[src/rtl/sfp_norm_row.sv]
// sfp_norm_row
// Special-function stage between the psum memory read port and the write-back path.
// Accepts one row of signed partial sums and sums their absolute values.
// It then divides each lane's absolute value by ((sum >> shift) + 1).
// The normalized row is returned through a valid/ready handshake.
// All arithmetic is lane-serial: one lane per cycle while accumulating, then a
// restoring divider producing one quotient bit per cycle.
//
// Ports:
//   clk        clock, all state updates on the rising edge
//   reset      synchronous active-low reset
//   in_valid   in_data holds a valid row
//   in_ready   block can accept a row (IDLE only)
//   in_data    col signed lanes of bw_psum bits, lane i at [bw_psum*(i+1)-1 : bw_psum*i]
//   out_valid  out_data / sum_out are valid
//   out_ready  consumer takes the result
//   out_data   col unsigned normalized lanes, same packing as in_data
//   sum_out    sum of absolute values of the current row
//   busy       high in any state other than IDLE
module sfp_norm_row #(
    parameter int bw_psum = 20,
    parameter int col     = 8,
    parameter int sum_bw  = bw_psum + 4,
    parameter int shift   = 7
) (
    input  logic                     clk,
    input  logic                     reset,
    input  logic                     in_valid,
    output logic                     in_ready,
    input  logic [bw_psum*col-1:0]   in_data,
    output logic                     out_valid,
    input  logic                     out_ready,
    output logic [bw_psum*col-1:0]   out_data,
    output logic [sum_bw-1:0]        sum_out,
    output logic                     busy
);

    localparam int div_bw = sum_bw - shift + 1;
    localparam int idx_bw = $clog2(col + 1);
    localparam int bit_bw = $clog2(bw_psum);

    localparam logic [idx_bw-1:0]  last_lane = idx_bw'(col - 1);
    localparam logic [idx_bw-1:0]  div_latch = idx_bw'(col);
    localparam logic [bit_bw-1:0]  top_bit   = bit_bw'(bw_psum - 1);
    localparam logic [bw_psum-1:0] one_lane  = bw_psum'(1);
    localparam logic [div_bw-1:0]  one_div   = div_bw'(1);

    typedef enum logic [1:0] {
        IDLE = 2'd0,
        ACC  = 2'd1,
        DIV  = 2'd2,
        DONE = 2'd3
    } state_t;

    state_t state, state_next;

    logic [bw_psum*col-1:0] row_q;
    logic [bw_psum*col-1:0] out_q;
    logic [sum_bw-1:0]      acc;
    logic [div_bw-1:0]      div_q;
    logic [div_bw-1:0]      rem;
    logic [bw_psum-2:0]     quot;
    logic [idx_bw-1:0]      lane_idx;
    logic [bit_bw-1:0]      bit_idx;

    logic [bw_psum-1:0]     cur_lane;
    logic [bw_psum-1:0]     abs_lane;
    logic [div_bw-1:0]      div_calc;
    logic [bit_bw-1:0]      bit_pos;
    logic                   dbit;
    logic [div_bw-1:0]      rem_base;
    logic [div_bw:0]        rem_shift;
    logic [div_bw:0]        div_ext;
    logic                   ge;
    logic [div_bw-1:0]      rem_next;
    logic [bw_psum-1:0]     quot_next;

    assign in_ready  = (state == IDLE);
    assign busy      = (state != IDLE);
    assign out_valid = (state == DONE);
    assign out_data  = out_q;
    assign sum_out   = acc;

    // State register
    always_ff @(posedge clk) begin
        if (!reset) begin
            state <= IDLE;
        end else begin
            state <= state_next;
        end
    end

    // Next-state logic. ACC spends one extra cycle (lane_idx == col) latching
    // the divisor, so DIV always starts from a registered divisor.
    always_comb begin
        state_next = state;
        case (state)
            IDLE: if (in_valid) state_next = ACC;
            ACC:  if (lane_idx == div_latch) state_next = DIV;
            DIV:  if ((lane_idx == last_lane) && (bit_idx == top_bit)) state_next = DONE;
            DONE: if (out_ready) state_next = IDLE;
            default: state_next = IDLE;
        endcase
    end

    // Lane selection and absolute value; the most-negative input negates to
    // 2^(bw_psum-1), which is exact as an unsigned bw_psum-bit value.
    always_comb begin
        cur_lane = '0;
        for (int i = 0; i < col; i++) begin
            if (lane_idx == idx_bw'(i)) cur_lane = row_q[i*bw_psum +: bw_psum];
        end
        abs_lane = cur_lane[bw_psum-1] ? ((~cur_lane) + one_lane) : cur_lane;
    end

    // Divisor is never zero thanks to the +1.
    assign div_calc = {1'b0, acc[sum_bw-1:shift]} + one_div;

    // One restoring-divide step. The dividend bit is taken straight from the
    // latched row MSB first; the partial remainder restarts at zero per lane.
    always_comb begin
        bit_pos   = top_bit - bit_idx;
        dbit      = abs_lane[bit_pos];
        rem_base  = (bit_idx == '0) ? '0 : rem;
        rem_shift = {rem_base, dbit};
        div_ext   = {1'b0, div_q};
        ge        = (rem_shift >= div_ext);
        rem_next  = ge ? div_bw'(rem_shift - div_ext) : rem_shift[div_bw-1:0];
        quot_next = {quot, ge};
    end

    // Datapath registers
    always_ff @(posedge clk) begin
        if (!reset) begin
            row_q    <= '0;
            out_q    <= '0;
            acc      <= '0;
            div_q    <= '0;
            rem      <= '0;
            quot     <= '0;
            lane_idx <= '0;
            bit_idx  <= '0;
        end else begin
            case (state)
                IDLE: begin
                    if (in_valid) begin
                        row_q    <= in_data;
                        acc      <= '0;
                        out_q    <= '0;
                        lane_idx <= '0;
                        bit_idx  <= '0;
                    end
                end
                ACC: begin
                    if (lane_idx == div_latch) begin
                        div_q    <= div_calc;
                        lane_idx <= '0;
                        bit_idx  <= '0;
                    end else begin
                        acc      <= acc + {{(sum_bw-bw_psum){1'b0}}, abs_lane};
                        lane_idx <= lane_idx + 1'b1;
                    end
                end
                DIV: begin
                    rem  <= rem_next;
                    quot <= quot_next[bw_psum-2:0];
                    if (bit_idx == top_bit) begin
                        for (int i = 0; i < col; i++) begin
                            if (lane_idx == idx_bw'(i)) out_q[i*bw_psum +: bw_psum] <= quot_next;
                        end
                        bit_idx  <= '0;
                        lane_idx <= lane_idx + 1'b1;
                    end else begin
                        bit_idx <= bit_idx + 1'b1;
                    end
                end
                default: begin
                end
            endcase
        end
    end

endmodule

[config.mk]
export PLATFORM = sky130hd
export DESIGN_NAME = sfp_norm_row
export DESIGN_NICKNAME = d
export VERILOG_FILES = /design/src/rtl/sfp_norm_row.sv
export SDC_FILE = /design/constraint.sdc
export NUM_CORES = 1
export LEC_CHECK = 0
export CORE_UTILIZATION = 45
export CTS_BUF_LIST = sky130_fd_sc_hd__clkbuf_4
export DETAILED_ROUTE_END_ITERATION = 8
export GPL_ROUTABILITY_DRIVEN = 1
export PLACE_DENSITY = 0.68
export SETUP_SLACK_MARGIN = 0.1
export SLEW_MARGIN = 20
export SYNTH_ARGS = -nofsm -noshare
export SYNTH_HDL_FRONTEND = slang
export SYNTH_SLANG_ARGS = --single-unit
[constraint.sdc]
create_clock -name clk -period 11.06 [get_ports clk]
set_clock_uncertainty 0.05 [all_clocks]
set_input_delay 2.212 -clock clk [delete_from_list [all_inputs] [get_ports clk]]
set_output_delay 2.212 -clock clk [all_outputs]
set_load 0.02 [all_outputs]
==> results of run 1 <==
[cells in the mapped netlist, types with 5 or more instances]
cell type | n | area [sq um]
a211oi_1 | 20 | 150
a21o_1 | 13 | 97.6
a21oi_1 | 409 | 2050
a221oi_1 | 11 | 96.3
a22oi_1 | 18 | 135
a2bb2oi_1 | 13 | 114
a31oi_1 | 24 | 150
a41oi_1 | 7 | 61.3
and2_1 | 30 | 188
and3_1 | 9 | 56.3
buf_2 | 17 | 85.1
buf_4 | 8 | 60.1
buf_6 | 10 | 113
clkbuf_1 | 136 | 510
dfxtp_1 | 410 | 8210
ha_1 | 52 | 651
inv_1 | 54 | 203
mux2i_1 | 5 | 50.1
nand2_1 | 477 | 1790
nand2b_1 | 33 | 206
nand3_1 | 26 | 130
nand3b_1 | 5 | 37.5
nand4_1 | 8 | 50.1
nor2_1 | 415 | 1560
nor2b_1 | 10 | 62.6
nor3_1 | 17 | 85.1
nor4_1 | 5 | 31.3
o211ai_1 | 20 | 150
o21a_1 | 16 | 120
o21ai_0 | 58 | 290
o21ai_1 | 8 | 40.0
o21ai_2 | 7 | 61.3
o2bb2ai_1 | 9 | 78.8
or3_1 | 10 | 62.6
xnor2_1 | 36 | 315
xor2_1 | 32 | 280
[kinds of logic (layout without fill, tap and decap cells)]
kind of cell               Yosys count  in the layout  share of synthesized area
other                                0              5                          0
muxes                                7              7                    0.00379
AOI/OAI and AO/OA                  684            684                      0.212
buffers and inverters              229            609                     0.0515
DFF                                410            410                      0.429
adders and majority gates           54             54                     0.0361
and+or+nand+nor                   1068           1068                      0.236
xor gates and xnor gates            68             68                     0.0311
[final timing paths]
kind	from	endpoint	slack [ns]
hold / removal	row_q[78]$_SDFFE_PN0P_	row_q[78]$_SDFFE_PN0P_	0.40
hold reg to reg	row_q[78]$_SDFFE_PN0P_	row_q[78]$_SDFFE_PN0P_	0.40
setup / recovery	lane_idx[0]$_SDFFE_PN0P_	out_data[140]$_SDFFE_PN0P_	2.88
setup reg to reg	lane_idx[0]$_SDFFE_PN0P_	out_data[140]$_SDFFE_PN0P_	2.88
[layer usage]
layer	GRT usage	vias to the layer above	share of wire
met5	0	-	0
met4	0.0958	0	0.027
met3	0.0545	107	0.057
met2	0.450	599	0.47
met1	0.361	8735	0.45
li1	-	9178	-
[layout by cell type, fill, tap and decap left out, drive strengths merged, types with 16 or more instances in the layout]
master | synthesis | layout
inv | 56 | 59
nor3 | 20 | 20
o211ai | 20 | 20
xnor2 | 36 | 36
a211oi | 20 | 20
clkinv | 0 | 35
dfxtp | 410 | 410
nand3 | 27 | 27
a22oi | 19 | 19
a31oi | 25 | 25
ha | 52 | 52
nand2b | 33 | 33
buf | 37 | 20
o21a | 16 | 16
nor2 | 419 | 419
xor2 | 32 | 32
clkdlybuf4s50 | 0 | 350
clkbuf | 136 | 142
o21ai | 73 | 73
and2 | 31 | 31
nand2 | 477 | 477
a21oi | 411 | 411
[state kept, by name (all words and copies together) (netlist names)]
register	flops
out_data	160
row_q	160
sum_out	24
quot	19
div_q	18
rem	18
bit_idx	5
lane_idx	4
state	2
[through the flow]
stage / hold WS (ns) / util / power, mW
floorplan: 0.381 / - / 2.91
global placement: 0.390 / 0.541 / 3.41
detailed placement: 0.391 / 0.541 / 3.43
CTS: 0.400 / 0.573 / 4.74
global route: 0.419 / 0.574 / 5.01
finish: 0.401 / 0.574 / 4.72
[final cells by class]
type / instances / area share
clock inverter: 41 / 0.0107
tap: 539 / 0.0280
inverter: 56 / 0.00904
clock buffer: 142 / 0.0443
antenna: 5 / 0.000520
sequential: 410 / 0.341
multi-input combinational: 1881 / 0.415
timing repair buffer: 370 / 0.152
[where the power goes]
group          internal (mW)  switching [mW]
registers               1.63           0.110
clock network          0.667           0.636
logic                  0.491            1.18
total                   2.79            1.93
[critical path, delay by kind of cell (launching register included)]
kind	cells	cell delay, ns
and+or+nand+nor	9	2.33
adders and majority gates	3	1.32
muxes	1	0.11
AOI/OAI and AO/OA	12	2.89
xor gates and xnor gates	1	0.22
DFF	1	0.47
buffers and inverters	3	0.70
==> metrics.md, run 1 <==
| Metric | Value |
|---|---|
| Maximum clock rate | `about 0.12 GHz` |
| Rows | `75` |
| Slew margin rel. | `0.273` |
| Root Driver | `clkbuf_4` |
| IO buf count | `between 300 and 400` |
| Arrival @ worst endpoint | `roughly 8.9 ns` |
| First-pass GRT wire length | `95.2 mm` |
| Area of the multi-input gates | `about 0.01 sq mm` |
| Setup crit end kind | `flop` |
| Layout Cells excl Fill | `3444` |
| Fill count | `just under 4000` |
| Die Y | `around 210 microns` |
| Final-report setup violation count | `0` |
| HPWL after DPL | `42.7 mm` |
| CTS max path bufs | `3` |
| Die X | `~210 microns` |
| Routed wire length | `about 60 mm` |
| Full die area | `~0.043 sq mm` |
| Post-route cell area | `about 0.024 sq mm` |
| # H-tree levels | `3` |
| Synth Area per Inst | `7.59 sq um` |
| CP required | `between 10 and 15 ns` |
| Post-Syn Instances | `2520` |
| Placed cell area | `roughly 0.023 sq mm` |
| RSZ-0062 raised after global routing | `false` |
| I/O pins | `~350` |
| Asr flop ratio synth | `0` |
| EDFF count, synth | `0` |
| Top FF cell, synth | `dfxtp_1` |
| Number of global-route vias before repair | `17547` |
| Hold Buf Count CTS | `0` |
| Post-cts resize count | `0` |
| Yosys Warn Count | `0` |
| Layout area overhead | `25.8%` |
| CTS Buf Count | `105` |
| Worst hold stages | `2` |
| Worst setup SP type | `flop` |
| DR vias | `18619` |
| Worst Setup Path Type | `reg2reg` |
| Synth Net Count | `2738` |
| Core box area | `0.0419 sq mm` |
| Status | `finished clean` |
| Drt pass-1 iters | `5` |
| Pins over their slew limit | `0` |
| Total track usage | `0.275` |
| Post-CTS setup buffers | `0` |
| Placed insts | `3255` |
| Clock Latency Late Sink | `slightly below 0.9 ns` |
| FF+latch count, synth | `410` |
| Period utilization | `0.739` |
| Lkg Pwr | `9.10 nW` |
| Netlist Area Pre-Place | `roughly 0.019 sq mm` |
| Crit path max fanout | `47` |
| VDD IR max | `between 200 and 300 uV` |
| Ratio of routed vias to standard cells | `5.41` |
| Slew @ Worst Pin | `1.09 ns` |
| Final TNS setup | `0 ns` |
| MaxCap Viol Count | `0` |
| Worst-path clk slew | `roughly 0.06 ns` |
| GR Overflow Total | `0` |
| Largest net degree at the start of global routing | `between 150 and 200` |
| Final worst-path setup slack | `roughly 2.9 ns` |
| Drt wl/cell | `17.6 microns` |
| DP Worst Slack | `between 3 and 4 ns` |
| Final ANT Viol Nets | `0` |
| # DRC | `0` |
| Worst r2r path cells | `29` |
| Slowest stage delay, CP | `roughly 0.88 ns` |
| Iteration-0 DRC count of the detailed router | `between 1000 and 1500` |
| GP Congestion | `0.888` |
| Final Hold Violating Endpoints | `0` |
| Shortest period the worst path allows | `between 8 and 9 ns` |
| Initial antenna violation count | `3` |
| CTS tree | `yes` |
| Sequential area share after synthesis | `0.429` |
| Nets@finish | `3042` |
| Synth unique cells | `85` |
| Slowest cell on the critical path | `ha_2` |
| Clock sinks | `410` |
| Layout cells sized above 1 | `0.0783` |
| Min-delay worst type | `reg2reg` |
| PwrDens | `196 mW/mm^2` |
| Reg area | `0.00821 sq mm` |
| Initial Util | `0.456` |
(Power assumes the default switching activity.)
==> run 2, diff against run 1 <==
==> constraint.sdc (replaced) <==
create_clock -name clk -period 7.9 [get_ports clk]
set_clock_uncertainty 0.05 [all_clocks]
set_input_delay 1.58 -clock clk [delete_from_list [all_inputs] [get_ports clk]]
set_output_delay 1.58 -clock clk [all_outputs]
set_load 0.02 [all_outputs]
==> run 2 against run 1 <==
Compared with the run above: non-clock buffer count rose by 9; setup slack got worse by 2.1 ns; wire length rose by 1.5%; total power rose by 41%; combinational power rose by 40%; largest power group unchanged; highest routed layer unchanged.
==> metrics.md, run 2 (synthesis gave the netlist of run 1 again) <==
| Metric | Value |
|---|---|
| Status | `finished clean` |
| Clock Power Share | `0.278` |
| Worst setup SP type | `flop` |
| IO buf count | `between 300 and 400` |
| Final ANT Viol Nets | `0` |
| Initial antenna violation count | `3` |
| First-pass GRT wire length | `approximately 96 mm` |
| NetSw | `about 2.7 mW` |
| Post-route cell area | `between 0.02 and 0.025 sq mm` |
| PwrDens | `between 200 and 300 mW/mm^2` |
| CTS max path bufs | `3` |
| Die X | `208 microns` |
| # DRC | `0` |
| Full die area | `0.0434 sq mm` |
| Crit path max-delay family | `compound AO/OA/AOI/OAI gates` |
| DR vias | `approximately 19000` |
| Maximum clock rate | `0.140 GHz` |
| HPWL after DPL | `44.3 mm` |
| Crit. path cell count | `30` |
| Drt pass-1 iters | `5` |
| Layout cells sized above 1 | `0.0862` |
| Layout Cells excl Fill | `~3500` |
| GR Overflow Total | `0` |
| Total track usage | `0.279` |
| Placed insts | `about 3300` |
| Routed wire length | `about 62 mm` |
| Iteration-0 DRC count of the detailed router | `~1500` |
| Hold Buf Count CTS | `0` |
| Clock sinks | `about 400` |
| Root Driver | `clkbuf_4` |
| Rows | `75` |
| GP Congestion | `0.922` |
| MaxCap Viol Count | `0` |
| Nets@finish | `3053` |
| Reg-to-reg slack, setup | `0.76 ns` |
| Worst r2r path cells | `30` |
| Reg-to-reg critical path endpoint | `out_data[0]$_SDFFE_PN0P_` |
| Internal | `between 3 and 4 mW` |
| CP required | `between 8 and 9 ns` |
| Placed cell area | `between 0.02 and 0.025 sq mm` |
| Critical R2R Launch | `lane_idx[0]$_SDFFE_PN0P_` |
| Slowest cell on the critical path | `ha_2` |
| Final TNS setup | `0 ns` |
| Min-delay worst type | `reg2reg` |
| Gate power share | `0.351` |
| Slowest stage delay, CP | `0.53 ns` |
| Layout area overhead | `26.4%` |
| CTS Buf Count | `~110` |
| Critical Path Sink | `out_data[0]$_SDFFE_PN0P_` |
| Number of global-route vias before repair | `approximately 18000` |
| Initial Util | `0.456` |
| Worst-path clk slew | `0.07 ns` |
| CTS tree | `yes` |
| Shortest period the worst path allows | `7.14 ns` |
| Crit path max fanout | `20` |
| VDD IR max | `around 300 uV` |
| Clock Latency Late Sink | `0.83 ns` |
| Setup crit end kind | `flop` |
| Hold Slack | `approximately 0.40 ns` |
| # H-tree levels | `3` |
| Largest net degree at the start of global routing | `195` |
| Final-report setup violation count | `0` |
| Fill count | `a little under 4000` |
| Final Hold Violating Endpoints | `0` |
| Core box area | `between 0.04 and 0.05 sq mm` |
| Die Y | `208 microns` |
| Arrival @ worst endpoint | `between 7 and 8 ns` |
| RSZ-0062 raised after global routing | `false` |
| Commonest non-fill, non-tap cell in the layout | `nand2_1` |
| Buf/Inv on CP | `4` |
| Sequential power share | `0.371` |
| Slew margin rel. | `0.232` |
| Ratio of routed vias to standard cells | `5.40` |
| Worst Setup Path Type | `reg2reg` |
| Period utilization | `0.904` |
| Pins over their slew limit | `0` |
| Commonest non-fill, non-tap cells in the layout | `nand2_1 (476), nor2_1 (415), dfxtp_1 (410), a21oi_1 (409), clkdlybuf4s50_1 (350)` |
| Slew @ Worst Pin | `between 1 and 1.5 ns` |
| Critical Path Source | `lane_idx[0]$_SDFFE_PN0P_` |
| Drt wl/cell | `roughly 18 microns` |
| Lkg Pwr | `between 9 and 10 nW` |
| Net Sw Frac | `0.404` |
| I/O pins | `around 350` |
## run 2: how the worst min path moves through the flow
stage	start	end	slack [ns]	depth (start not counted)
6_report	row_q[124]$_SDFFE_PN0P_	row_q[124]$_SDFFE_PN0P_	0.40	2
5_1_grt	row_q[38]$_SDFFE_PN0P_	row_q[38]$_SDFFE_PN0P_	0.42	2
4_1_cts	row_q[124]$_SDFFE_PN0P_	row_q[124]$_SDFFE_PN0P_	0.41	2
3_5_place_dp	row_q[124]$_SDFFE_PN0P_	row_q[124]$_SDFFE_PN0P_	0.40	2
3_3_place_gp	div_q[17]$_SDFFE_PN0P_	div_q[17]$_SDFFE_PN0P_	0.40	2
2_1_floorplan	row_q[72]$_SDFFE_PN0P_	row_q[72]$_SDFFE_PN0P_	0.38	2
## run 2: through the flow
step,power [mW],setup slack (ns),util
finish,6.64,0.759,0.576
global route,7.04,0.123,0.576
CTS,6.67,0.697,0.576
detailed placement,4.82,0.798,0.544
global placement,4.79,1.06,0.544
floorplan,4.08,1.85,-
## run 2: power by group through the flow
stage	sequential, mW	clock (mW)	combinational [mW]
2_1_floorplan	2.44	0	1.64
3_3_place_gp	2.50	0	2.28
3_5_place_dp	2.50	0	2.31
4_1_cts	2.46	1.89	2.32
5_1_grt	2.48	2.00	2.56
6_report	2.46	1.85	2.33
## run 2: cell type report
cell class,count,area [sq um],area share
Antenna cell,5,12.5,0.000517
Clock buffer,165,1240,0.0512
Clock inverter,21,125,0.00517
Inverter,56,218,0.00900
Multi-Input combinational cell,1881,9970,0.412
Sequential cell,410,8210,0.339
Tap cell,539,674,0.0279
Timing Repair Buffer,379,3730,0.154
## run 2: per-layer routing
layer	global-route usage	up-vias	part of all wire
met2	0.445	619	0.46
met3	0.0592	121	0.061
met5	0	-	0
li1	-	9185	-
met1	0.365	8733	0.45
met4	0.112	0	0.031
## run 2: worst register-to-register path, delay by kind of cell (launching register included)
kind / cells / cell delay [ns]
AO/OA/AOI/OAI: 12 / 2.42
AND/OR/NAND/NOR: 9 / 2.28
adder cells (fa/ha/maj): 3 / 0.96
buffers and inverters: 4 / 0.52
flip-flops: 1 / 0.45
XOR/XNOR: 1 / 0.24
multiplexers: 1 / 0.12
## run 2: timing repair
action / CTS / global route
setup buffers: 0 / 0
setup endpoints to repair: 0 / 8
gates resized for setup: 0 / 2
